**src/rtl/tetris_pkg.sv**
```systemverilog
// Shared types for the active-piece controller: move codes, piece orientation codes,
// sequencer FSM states and the 5x5 frame. SEQ_LOCK_DELAY_EN adds the LOCK_WAIT state.
package tetris_pkg;

  typedef enum logic [2:0] {
    NONE  = 3'd0,
    RIGHT = 3'd1,
    LEFT  = 3'd2,
    ROR   = 3'd3,
    ROL   = 3'd4,
    DOWN  = 3'd5
  } move_t;

  // Piece codes: bits [4:2] select the piece, bits [1:0] the orientation.
  typedef enum logic [4:0] {
    A1, A2, A3, A4,
    B1, B2, B3, B4,
    C1, C2, C3, C4,
    D1, D2, D3, D4,
    E1, E2, E3, E4,
    F1, F2, F3, F4,
    G1, G2, G3, G4
  } piece_state_t;

  typedef enum logic [2:0] {
    WAIT_SPAWN = 3'd0,
    IDLE       = 3'd1,
    ISSUE      = 3'd2,
    LOCK       = 3'd3
`ifdef SEQ_LOCK_DELAY_EN
    ,
    LOCK_WAIT  = 3'd4
`endif
  } seq_state_t;

  typedef logic [4:0][4:0][2:0] frame_t;

  // ROR steps the orientation forward, ROL backward, wrapping within the piece.
  function automatic logic [4:0] rotate_state(input logic [4:0] state, input move_t move);
    logic [1:0] ori;
    ori = state[1:0];
    case (move)
      ROR:     ori = ori + 2'd1;
      ROL:     ori = ori - 2'd1;
      default: ori = state[1:0];
    endcase
    return {state[4:2], ori};
  endfunction

endpackage

```
**src/rtl/move_sequencer.sv**
```systemverilog
// Owns the active-piece frame and sequences the external tracker one move at a time.
// Optional feature: SEQ_LOCK_DELAY_EN enables a LOCK_DELAY-cycle slide window before locking.
module move_sequencer
  import tetris_pkg::*;
#(
  parameter int unsigned LOCK_DELAY = 8
) (
  input  logic       clk,
  input  logic       n_rst,
  input  logic       req_left,
  input  logic       req_right,
  input  logic       req_ror,
  input  logic       req_rol,
  input  logic       gravity_tick,
  input  logic       spawn_valid,
  input  logic [4:0] spawn_state,
  input  logic [2:0] spawn_color,
  input  frame_t     spawn_frame,
  input  logic       trk_complete,
  input  frame_t     trk_frame,
  output logic [4:0] trk_state,
  output move_t      trk_move,
  output logic [2:0] trk_color,
  output frame_t     frame_q,
  output logic       busy,
  output logic       lock_pulse,
  output logic       reject_pulse,
  output seq_state_t dbg_state
);

  localparam int unsigned P_RIGHT = 0;
  localparam int unsigned P_LEFT  = 1;
  localparam int unsigned P_ROL   = 2;
  localparam int unsigned P_ROR   = 3;
  localparam int unsigned P_DOWN  = 4;

  if (LOCK_DELAY == 0) begin : g_bad_lock_delay
    $error("LOCK_DELAY must be at least 1");
  end

  seq_state_t fsm_q, fsm_d;
  frame_t     frame_d;
  logic [4:0] state_q, state_d;
  logic [2:0] color_q, color_d;
  logic [4:0] pend_q, pend_d, pend_clr, req_vec;
  logic       pend_flush, take_req;
  move_t      move_q, move_d;

`ifdef SEQ_LOCK_DELAY_EN
  localparam int unsigned CNT_W = (LOCK_DELAY > 1) ? $clog2(LOCK_DELAY) : 1;
  logic [CNT_W-1:0] cnt_q, cnt_d;
  logic             from_wait_q, from_wait_d;
`endif

  function automatic move_t pick_move(input logic [4:0] p);
    if (p[P_DOWN])  return DOWN;
    if (p[P_ROR])   return ROR;
    if (p[P_ROL])   return ROL;
    if (p[P_LEFT])  return LEFT;
    if (p[P_RIGHT]) return RIGHT;
    return NONE;
  endfunction

  function automatic logic [4:0] move_mask(input move_t m);
    logic [4:0] mk;
    mk = '0;
    case (m)
      DOWN:    mk[P_DOWN]  = 1'b1;
      ROR:     mk[P_ROR]   = 1'b1;
      ROL:     mk[P_ROL]   = 1'b1;
      LEFT:    mk[P_LEFT]  = 1'b1;
      RIGHT:   mk[P_RIGHT] = 1'b1;
      default: mk = '0;
    endcase
    return mk;
  endfunction

  assign req_vec   = {gravity_tick, req_ror, req_rol, req_left, req_right};
  assign trk_state = state_q;
  assign trk_color = color_q;
  assign busy      = (fsm_q != IDLE);
  assign dbg_state = fsm_q;

  // Handshake: spawn_valid is a level qualifier with no ready; it is only sampled
  // in WAIT_SPAWN and a load happens in the first such cycle it is high.
  always_comb begin
    fsm_d        = fsm_q;
    frame_d      = frame_q;
    state_d      = state_q;
    color_d      = color_q;
    move_d       = move_q;
    pend_clr     = '0;
    pend_flush   = 1'b0;
    take_req     = 1'b1;
    trk_move     = NONE;
    lock_pulse   = 1'b0;
    reject_pulse = 1'b0;
`ifdef SEQ_LOCK_DELAY_EN
    cnt_d        = cnt_q;
    from_wait_d  = from_wait_q;
`endif
    case (fsm_q)
      WAIT_SPAWN: begin
        take_req = 1'b0;
        if (spawn_valid) begin
          frame_d    = spawn_frame;
          state_d    = spawn_state;
          color_d    = spawn_color;
          pend_flush = 1'b1;
          fsm_d      = IDLE;
        end
      end
      IDLE: begin
        if (|pend_q) begin
          move_d   = pick_move(pend_q);
          pend_clr = move_mask(move_d);
          fsm_d    = ISSUE;
`ifdef SEQ_LOCK_DELAY_EN
          from_wait_d = 1'b0;
`endif
        end
      end
      ISSUE: begin
        trk_move = move_q;
        if (trk_complete) begin
          frame_d = trk_frame;
          state_d = rotate_state(state_q, move_q);
          fsm_d   = IDLE;
`ifdef SEQ_LOCK_DELAY_EN
          from_wait_d = 1'b0;
`endif
        end else if (move_q == DOWN) begin
`ifdef SEQ_LOCK_DELAY_EN
          cnt_d = CNT_W'(LOCK_DELAY - 1);
          fsm_d = LOCK_WAIT;
`else
          fsm_d = LOCK;
`endif
        end else begin
          reject_pulse = 1'b1;
`ifdef SEQ_LOCK_DELAY_EN
          fsm_d = from_wait_q ? LOCK_WAIT : IDLE;
`else
          fsm_d = IDLE;
`endif
        end
      end
      LOCK: begin
        take_req   = 1'b0;
        lock_pulse = 1'b1;
        pend_flush = 1'b1;
        fsm_d      = WAIT_SPAWN;
      end
`ifdef SEQ_LOCK_DELAY_EN
      LOCK_WAIT: begin
        // A pending DOWN stays latched here; only slides and rotations can rescue the piece.
        if (cnt_q != '0) cnt_d = cnt_q - CNT_W'(1);
        if (|pend_q[P_ROR:P_RIGHT]) begin
          move_d      = pick_move({1'b0, pend_q[P_ROR:P_RIGHT]});
          pend_clr    = move_mask(move_d);
          from_wait_d = 1'b1;
          fsm_d       = ISSUE;
        end else if (cnt_q == '0) begin
          fsm_d = LOCK;
        end
      end
`endif
      default: fsm_d = WAIT_SPAWN;
    endcase
    // A request arriving in the cycle its bit is consumed wins over the clear.
    pend_d = pend_flush ? '0 : ((pend_q & ~pend_clr) | (take_req ? req_vec : 5'b0));
  end

  always_ff @(posedge clk or negedge n_rst) begin
    if (!n_rst) begin
      fsm_q   <= WAIT_SPAWN;
      frame_q <= '0;
      state_q <= '0;
      color_q <= '0;
      pend_q  <= '0;
      move_q  <= NONE;
    end else begin
      fsm_q   <= fsm_d;
      frame_q <= frame_d;
      state_q <= state_d;
      color_q <= color_d;
      pend_q  <= pend_d;
      move_q  <= move_d;
    end
  end

`ifdef SEQ_LOCK_DELAY_EN
  always_ff @(posedge clk or negedge n_rst) begin
    if (!n_rst) begin
      cnt_q       <= '0;
      from_wait_q <= 1'b0;
    end else begin
      cnt_q       <= cnt_d;
      from_wait_q <= from_wait_d;
    end
  end
`endif

endmodule

```
**config.mk**
```make
export PLATFORM = sky130hd
export DESIGN_NAME = move_sequencer
export DESIGN_NICKNAME = d
export VERILOG_FILES = /design/src/rtl/tetris_pkg.sv /design/src/rtl/move_sequencer.sv
export SDC_FILE = /design/constraint.sdc
export NUM_CORES = 1
export LEC_CHECK = 0
export CORE_ASPECT_RATIO = 1.5
export CORE_UTILIZATION = 41
export CTS_CLUSTER_SIZE = 25
export DETAILED_ROUTE_END_ITERATION = 10
export GPL_TIMING_DRIVEN = 0
export PLACE_DENSITY = 0.86
export SYNTH_ARGS = -nofsm -noshare
export SYNTH_HDL_FRONTEND = slang
export SYNTH_SLANG_ARGS = --single-unit
```
**constraint.sdc**
```tcl
create_clock -name clk -period 5.2 [get_ports clk]
set_input_delay 1.04 -clock clk [delete_from_list [all_inputs] [get_ports clk]]
set_output_delay 1.04 -clock clk [all_outputs]
set_load 0.05 [all_outputs]
```
==> metrics.txt, run 1 <==
Worst IR Drop VDD ~0.39 mV; Req. time, crit path 4.16 ns; DR vias approximately 4200; commonest non-fill, non-tap cell in the layout clkdlybuf4s50_1; CTS Root Cell clkbuf_16; met2 GRT Util between 40 and 50%; global-route wire length before repair 21400 um; Post-Route WL 14300 um; GRT Util Overall 25.4%; Max stage delay on crit path 0.83 ns; setup repair after global routing missed its margin no; met1 global-route usage 26.5%; Post-DRT Antenna Nets 0; CTS buffer count 9; post-synthesis cell area 0.00442 sq mm; die area ~0.011 sq mm; Clk Latency, worst-skew pair 0.34 ns; minimum clock period 4.17 ns; CP Launch Type register; crit path cell chain inv_1, ha_1, buf_2, clkbuf_1, buf_2, and2_1, clkdlybuf4s50_1; DRT iter0 DRCs 170; area of the multi-input gates 0.00192 sq mm; max frequency between 0.2 and 0.25 GHz; Diodes inserted 0; GRT Max-Usage Layer met2; CP max stage cell clkdlybuf4s50_1; number of H-tree levels 3; initial antenna violation count 0; post-synthesis instance total 422; status finished, final reports clean; period utilisation layout between 80% and 90%; maxcap violations 0; CP Capture Type primary output; area leader, netlist dfrtp_1; sequential area share after synthesis 52.7%; drt wl/cell roughly 17 um; core footprint 0.0105 sq mm; clk sink count a little over 90; Post-synth EDFFs 0; Hold Path Class register to register; I/O Pins 259; FF/Latch Area about 0.0023 sq mm; pin count of the biggest net entering global routing 60; placed cell count 824; Synth Flop Type dfrtp_1; IO Port Bufs around 260; Slew Viols, Final 0; Post-DP HPWL 11400 um; Async S/R FF share, synth 100%; CTS clk-pin slew, worst paths ~0.060 ns; leakage 0.00302 uW; clk_skew about 0.0042 ns; initial core utilization 41.9%; num rows 46; GRT overflow 0; Arr. time, crit path 3.13 ns; area delta synth->final 69.4%; Synth Warn # 0; syn_nets 594; Yosys top cell area share between 50% and 60%; gp weighted congestion 0.791; crit-path max FO 10; Power Density 734 mW/mm^2; Worst Tran Pin Value 0.735 ns; cts repair resizes 0; post-CTS setup buffer count 0; Largest delay share family, worst path buffers and inverters; Distinct cells, synth 32; cell seen most often among critical-path stages buf_2; Pre-Repair DR Iteration Count 4; Setup CP Type register to primary output; setup TNS 0 ns; fill count between 700 and 800; vias in the first global route between 4000 and 5000; clock buffer depth 2; Final Net Count 863; worst relative slew slack about half; Final Hold Fails 0; worst path bufs/invs 5; most area-consuming cells after synthesis dfrtp_1 (53%), mux2i_1 (17%), a21oi_1 (8.9%), nor2_1 (6.7%), buf_2 (2.3%); layout cells sized above 1 roughly 7.8%; setup violators final 0; Die X 86.8 um; fin cells 840; DRC 0; CTS tree done; Syn Area/Cell ~10 sq um; met3 Track Usage GR 6.37%; Vias/cell roughly 5; Vert. Die Dim 129 um; most frequent cells in the layout clkdlybuf4s50_1 (256), dfrtp_1 (93), a21oi_1 (79), nor2_1 (79), mux2i_1 (77); cts hold-fix bufs 0; Yosys reg bits 93
-- routing by layer --
layer	routed length, um	part of all wire (%)
met1	5020	35
met2	7880	55
met3	874	6.1
met4	487	3.4
met5	0	0
-- through the flow --
step | setup slack, ns | hold slack [ns] | instance area, sq um | total power (uW) | util, %
6_report | 1.03 | 0.487 | 7480 | 5490 | 71.0
4_1_cts | 0.977 | 0.492 | 7480 | 5530 | 71.0
3_3_place_gp | -0.207 | 0.467 | 7170 | 4780 | 68.1
5_1_grt | 0.836 | 0.532 | 7480 | 5790 | 71.0
2_1_floorplan | 1.63 | 0.484 | 4420 | 3660 | -
3_5_place_dp | 1.34 | 0.478 | 7200 | 4900 | 68.3
-- worst reg2reg max path, delay by kind of cell, from the launching register on --
family | cells | cell delay (ns)
fa+ha+maj | 1 | 0.16
mux | 1 | 0.29
compound gates | 1 | 0.10
buf+inv | 4 | 1.20
flops | 1 | 0.43
-- state kept, by name, summed over array words and instances (netlist names) --
signal / count
frame_q: 75
pend_q: 5
trk_state: 5
move_q: 3
trk_color: 3
dbg_state: 2
-- logic make-up (layout without fill, tap and decap cells) --
family,count (synthesis),in the layout,share of synthesized area (%)
AOI/OAI and AO/OA,97,97,11.8
xor gates and xnor gates,2,2,0.397
adders and majority gates,5,5,1.42
buffers and inverters,33,307,3.80
DFF,93,93,52.7
muxes,83,83,19.1
other,1,1,0.0849
and+or+nand+nor,108,108,10.8
-- worst paths after layout --
| check | from | end | slack (ns) | cells past startpoint |
|---|---|---|---|---|
| max reg2reg | dbg_state[0] | frame_q[73] | 2.90 | 7 |
| min reg2reg | trk_state[3] | trk_state[3] | 0.49 | 2 |
| min | trk_state[3] | trk_state[3] | 0.49 | 2 |
| max in group asynchronous | n_rst | frame_q[54] | 3.91 | 2 |
| min in group asynchronous | n_rst | trk_color[2] | 0.65 | 1 |
| max | dbg_state[0] | trk_move[0] | 1.03 | 7 |
-- where the power goes --
| part | internal (uW) | switching [uW] | leakage [uW] |
|---|---|---|---|
| clock | 339 | 280 | 0.000127 |
| combinational | 1250 | 2290 | 0.00185 |
| sequential | 1100 | 232 | 0.00104 |
| total | 2690 | 2800 | 0.00302 |
-- synthesized netlist by cell type (2+ instances only) --
cell type,number
buf_4,5
dfrtp_1,93
clkbuf_1,2
mux2i_1,77
xnor2_1,2
mux2_2,4
buf_2,20
nor2_1,79
nor2b_1,2
o21ai_0,9
a21oi_1,79
nand2_1,13
nor3_4,2
and2_1,3
ha_1,5
nand2b_1,4
inv_1,6
a32o_1,3
-- cell type report --
type / instances / area share [%]
timing repair buffer: 258 / 34.7
sequential: 93 / 31.1
multi-input combinational: 296 / 25.7
clock buffer: 10 / 3.19
tap: 144 / 2.41
buffer: 27 / 1.94
clock inverter: 6 / 0.635
inverter: 6 / 0.301
No activity file was read; power rests on OpenSTA's default activity.
==> run 2, diff against run 1 <==
- CORE_UTILIZATION: 41 -> 34
- PLACE_DENSITY: 0.86 -> 0.76
- clock period: 5.2 -> 3.45 ns (I/O delays scaled with it)
==> run 2 against run 1 <==
  * Final cell count rose by 1.3%
  * Clock power up 55%
  * Combinational power is 50% higher
  * Setup slack worse by 0.88 ns
  * Die area up 20%
  * Largest cell class unchanged
  * Sequential power increased by 51%
  * Critical path depth is the same
==> metrics.txt, run 2 (synthesis results as in run 1) <==
status finished, final reports clean; setup violators final 0 (unchanged); Int Pwr 4110 uW (+53%); I/O Pins 259 (unchanged); Hold Path Class primary input to async pin; GRT Util Overall 21.1% (-4.3 points); leakage 0.00306 uW (+1.4%); number of H-tree levels 3 (unchanged); crit-path max FO 10 (unchanged); minimum clock period 3.30 ns; CP Launch Type register; initial antenna violation count 0 (unchanged); pre-CTS setup slack -0.171 ns (-1.52 ns); period utilisation layout 95.6%; pin count of the biggest net entering global routing 51 (-15%); worst relative slew slack 47.3% (-3.8 points); final std cell area, no fill 0.00750 sq mm (+0.18%); Diodes inserted 0 (unchanged); area delta synth->final 69.7%; initial core utilization 35.1% (-6.8 points); fill count 1077 (+39%); Pre-Repair DR Iteration Count 4 (unchanged); GRT overflow 0 (unchanged); Worst IR Drop VDD 0.616 mV (+59%); Logic pwr share 64.1% (-0.3 points); FF/Latch Area 0.00233 sq mm (unchanged); gp weighted congestion 0.824 (+4.2%); P_sw 4170 uW (+49%); CTS buffer count 9 (unchanged); clock buffer depth 2 (unchanged); Final Hold Fails 0 (unchanged); Setup CP Type register to primary output; drt wl/cell 16.7 um (-1.4%); area of the multi-input gates 0.00192 sq mm (unchanged); worst reg2reg path endpoint frame_q[31]; DRC 0 (unchanged); Final Net Count 863 (unchanged); Slew Viols, Final 0 (unchanged); max frequency 0.303 GHz; Reg2Reg Depth 8 (+1); CTS clk-pin slew, worst paths 0.06 ns (about the same); Post-DP HPWL 11700 um (+2.8%); Area after DPL 0.00721 sq mm (+0.21%); commonest non-fill, non-tap cell in the layout clkdlybuf4s50_1; max FFs per register 75 (unchanged); num rows 50 (+8.7%); Worst Tran Pin Value 0.791 ns (+0.0564 ns); DRT iter0 DRCs 74 (-56%); IO Port Bufs 257 (unchanged); Clk Latency, worst-skew pair 0.33 ns (about the same); clk_skew 0.00894 ns (+0.00474 ns); global-route wire length before repair 21600 um (+0.87%); fin util 59.6% (-11 points); CTS tree done; post-CTS setup buffer count 0 (unchanged); Req. time, crit path 2.76 ns (-1.40 ns); CP Capture Type primary output; Most flops, register frame_q; clk sink count 93 (unchanged); Clock power frac 11.6% (+0.3 points); most frequent cells in the layout clkdlybuf4s50_1 (252), dfrtp_1 (93), a21oi_1 (79), nor2_1 (79), mux2i_1 (77); DR vias 4146 (-0.86%); CTS Root Cell clkbuf_16; Vias/cell 4.87 (-2.1%); Post-DRT Antenna Nets 0 (unchanged); setup slack, reg-to-reg 1.18 ns (-1.72 ns); Vert. Die Dim 142 um (+9.7%); r2r startpoint dbg_state[0]; setup repair after global routing missed its margin no; Arr. time, crit path 2.61 ns (-0.52 ns); layout cells sized above 1 7.91% (+0.16 points); sequential fraction of design power 24.2% (about the same); maxcap violations 0 (unchanged); Die X 95.1 um (+9.6%); Post-Route WL 14200 um (about the same); core footprint 0.0126 sq mm (+19%); Power Density 1110 mW/mm^2 (+51%); cts hold-fix bufs 0 (unchanged); die area 0.0135 sq mm (+20%); switching share of power 50.4% (-0.68 points); vias in the first global route 4503 (+3.1%); worst setup margin 0.151 ns (-0.880 ns)
[run 2: cell types whose count changed in the layout (fill, tap and decap cells not counted)]
cell	delta
clkdlybuf4s50_1	-4
clkinvlp_4	-4
clkbuf_2	+3
clkinv_2	+2
bufinv_16	+1
clkdlybuf4s15_1	+1
dlymetal6s2s_1	+1
inv_6	-1
[run 2: area by class of cell]
class | count | area share [%]
inverter | 6 | 0.300
clock buffer | 11 | 3.24
buffer | 27 | 1.95
multi-input combinational | 296 | 25.7
tap | 156 | 2.60
clock inverter | 4 | 0.651
sequential | 93 | 31.0
timing repair buffer | 258 | 34.6
[run 2: per-stage QoR]
step | hold slack [ns] | std cells | power (uW) | setup TNS, ns
floorplan | 0.394 | 422 | 5510 | 0
global placement | 0.479 | 835 | 7240 | -148.67
detailed placement | 0.485 | 836 | 7380 | -0.469
CTS | 0.368 | 851 | 8370 | 0
global route | 0.401 | 851 | 8750 | 0
finish | 0.360 | 851 | 8280 | 0
[run 2: how the worst max path moves through the flow]
stage / cells after the start / start / to
final: 7 / dbg_state[0] / trk_move[2]
after floorplan: 5 / dbg_state[0] / reject_pulse
after CTS: 7 / dbg_state[0] / trk_move[1]
after global placement: 1 / n_rst / frame_q[37]
after detailed placement: 7 / dbg_state[0] / trk_move[1]
after global routing: 7 / dbg_state[0] / trk_move[2]
[run 2: routing by layer]
layer  share of wire, %  global-route usage, %  up-vias
li1                   -                      -     1986
met4                2.1                   6.94        0
met3                7.7                   4.93       24
met2                 56                   41.9      191
met1                 34                   20.5     1945
met5                  0                      0        -
[run 2: what timing repair did]
action                                 4_1_cts  5_1_grt
cloned                                       0        0
endpoints found under the hold margin        0        0
resized for setup                            4        6
setup endpoints to repair                    3        4
[run 2: power groups by stage]
stage          Combinational [uW]  Clock [uW]  Sequential, uW
2_1_floorplan                1820           0            3690
3_3_place_gp                 5250           0            1990
3_5_place_dp                 5360           0            2020
4_1_cts                      5370         991            2010
5_1_grt                      5650        1020            2080
6_report                     5310         964            2010
[run 2: critical path: stages, from the launching register on]
cell             delay [ns]
dfrtp_1                0.44
inv_1                  0.17
ha_1                   0.17
buf_2                  0.15
clkbuf_2               0.33
buf_2                  0.36
and2_1                 0.17
clkdlybuf4s15_1        0.49
==> run 3, diff against run 2 <==
- CAP_MARGIN: unset -> 20
- REMOVE_ABC_BUFFERS: unset -> 1
==> run 3 against run 2 <==
  * Total power grew 0.91%
  * Utilization up 0.63 points
  * Sequential share of layout area down 0.32 points
  * Register-to-register slack worse by 0.48 ns
  * Sequential power hardly changed
  * Non-clock buffer count decreased by 16
  * Highest routed layer unchanged
==> metrics.txt, run 3 (synthesis results as in run 1) <==
status finished, final reports clean; I/O Pins 259 (unchanged); Post-Route WL 13300 um (-6.8%); commonest non-fill, non-tap cell in the layout clkdlybuf4s50_1; leakage 0.00300 uW (-1.9%); crit path cell chain inv_1, ha_4, buf_16, nor2b_1, a21boi_0, clkdlybuf4s15_2; core footprint 0.0126 sq mm (unchanged); maxcap violations 0 (unchanged); DRC 0 (unchanged); Diodes inserted 0 (unchanged); gp weighted congestion 0.786 (-4.6%); Post-DRT Antenna Nets 0 (unchanged); DR vias 4046 (-2.4%); clk sink count 93 (unchanged); num rows 50 (unchanged); clk_skew 0.0104 ns (+0.00149 ns); area delta synth->final 71.5%; CTS buffer count 9 (unchanged); fin cells 836 (-1.8%); CTS Root Cell clkbuf_16; Worst Tran Pin Value 0.721 ns (-0.0704 ns); pin count of the biggest net entering global routing 63 (+24%); setup repair after global routing missed its margin no; final std cell area, no fill 0.00757 sq mm (+1.1%); GRT overflow 0 (unchanged); CTS tree done; Area after DPL 0.00722 sq mm (+0.14%); Die X 95.1 um (unchanged); GRT Util Overall 19.5% (-1.6 points); layout cells sized above 1 6.18% (-1.7 points); max FFs per register 75 (unchanged); Final Hold Fails 0 (unchanged); die area 0.0135 sq mm (unchanged); worst path bufs/invs 3 (-2); global-route wire length before repair 20200 um (-6.2%); placed cell count 816 (-2.4%); max frequency 0.319 GHz (+5.4%); IO Port Bufs 257 (unchanged); clock buffer depth 2 (unchanged); initial antenna violation count 0 (unchanged); Slew Viols, Final 0 (unchanged); r2r startpoint dbg_state[0]; Vias/cell 4.84 (-0.66%); Pre-Repair DR Iteration Count 4 (unchanged); number of H-tree levels 3 (unchanged); Setup CP Type register to primary output; setup TNS 0 ns (unchanged); drt wl/cell 15.9 um (-5.1%); period utilisation layout 90.7% (-4.9 points); Max stage delay on crit path 0.44 ns (-0.05 ns); crit-path max FO 31 (+21); Power Density 1100 mW/mm^2 (-0.14%); DRT iter0 DRCs 140 (+89%); CP max stage cell dfrtp_1; CP Launch Type register; initial core utilization 35.1% (unchanged); CTS clk-pin slew, worst paths 0.07 ns (about the same); CP Capture Type primary output; Worst IR Drop VDD 0.601 mV (-2.4%); Most flops, register frame_q; Arr. time, crit path 2.44 ns (-0.17 ns); fin util 60.2% (+0.63 points); most frequent cells in the layout clkdlybuf4s50_1 (255), dfrtp_1 (93), a21oi_1 (79), nor2_1 (79), mux2i_1 (77); Req. time, crit path 2.76 ns (about the same); vias in the first global route 4176 (-7.3%); Hold Path Class primary input to async pin; worst relative slew slack 51.8% (+4.5 points); CP startpoint dbg_state[0]; Clk Latency, worst-skew pair 0.34 ns (about the same); Vert. Die Dim 142 um (unchanged); setup violators final 0 (unchanged); Largest delay share family, worst path buffers and inverters; minimum clock period 3.13 ns (-0.169 ns); Final Net Count 847 (-1.9%); Post-DP HPWL 10100 um (-14%)
run 3: stage by stage:
step / total power [uW] / setup slack, ns / hold slack, ns
after floorplan: 5520 / -4.11 / 0.394
after global placement: 7090 / -5.64 / 0.467
after detailed placement: 7360 / -0.178 / 0.472
after CTS: 8390 / 0.0166 / 0.391
after global routing: 8850 / 0.202 / 0.420
final: 8360 / 0.320 / 0.371
run 3: worst paths after layout:
path	to	slack [ns]	cells after the start
max	reject_pulse	0.32	6
max reg2reg	frame_q[60]	0.70	10
min	frame_q[41]	0.37	1
min reg2reg	trk_state[4]	0.49	2
min in group clk	trk_state[4]	0.49	2
max in group asynchronous	frame_q[37]	2.41	2
run 3: final cells by class:
type | instances | area [sq um]
multi-input cells | 296 | 1940
well taps | 156 | 195
clock inverters | 4 | 31.3
inverters | 6 | 22.5
fillers | 1060 | 5000
flip-flops and latches | 93 | 2330
repair buffers | 269 | 2800
clock buffers | 12 | 267
run 3: repair_timing:
| item | 4_1_cts | 5_1_grt |
|---|---|---|
| buffers inserted | 1 | 2 |
| setup endpoints to repair | 4 | 4 |
| hold buffers | 0 | 0 |
| gates cloned | 0 | 1 |
| gates resized for setup | 4 | 0 |
run 3: layer usage:
layer	global-route usage [%]	wire, um
met5	0	0
met4	5.66	194
met3	4.93	736
met2	36.3	7520
met1	21.2	4820
run 3: worst reg2reg max path, delay by kind of cell, from the launching register on:
family                   cells  cell delay [ns]
AND/OR/NAND/NOR              3             0.92
flip-flops                   1             0.44
buffers and inverters        5             1.00
adder cells (fa/ha/maj)      1             0.22
AO/OA/AOI/OAI                1             0.11
run 3: power breakdown:
part | switching [uW] | internal, uW | total, uW
Clock | 420 | 549 | 969
Sequential | 341 | 1660 | 2000
Combinational | 3390 | 2000 | 5390
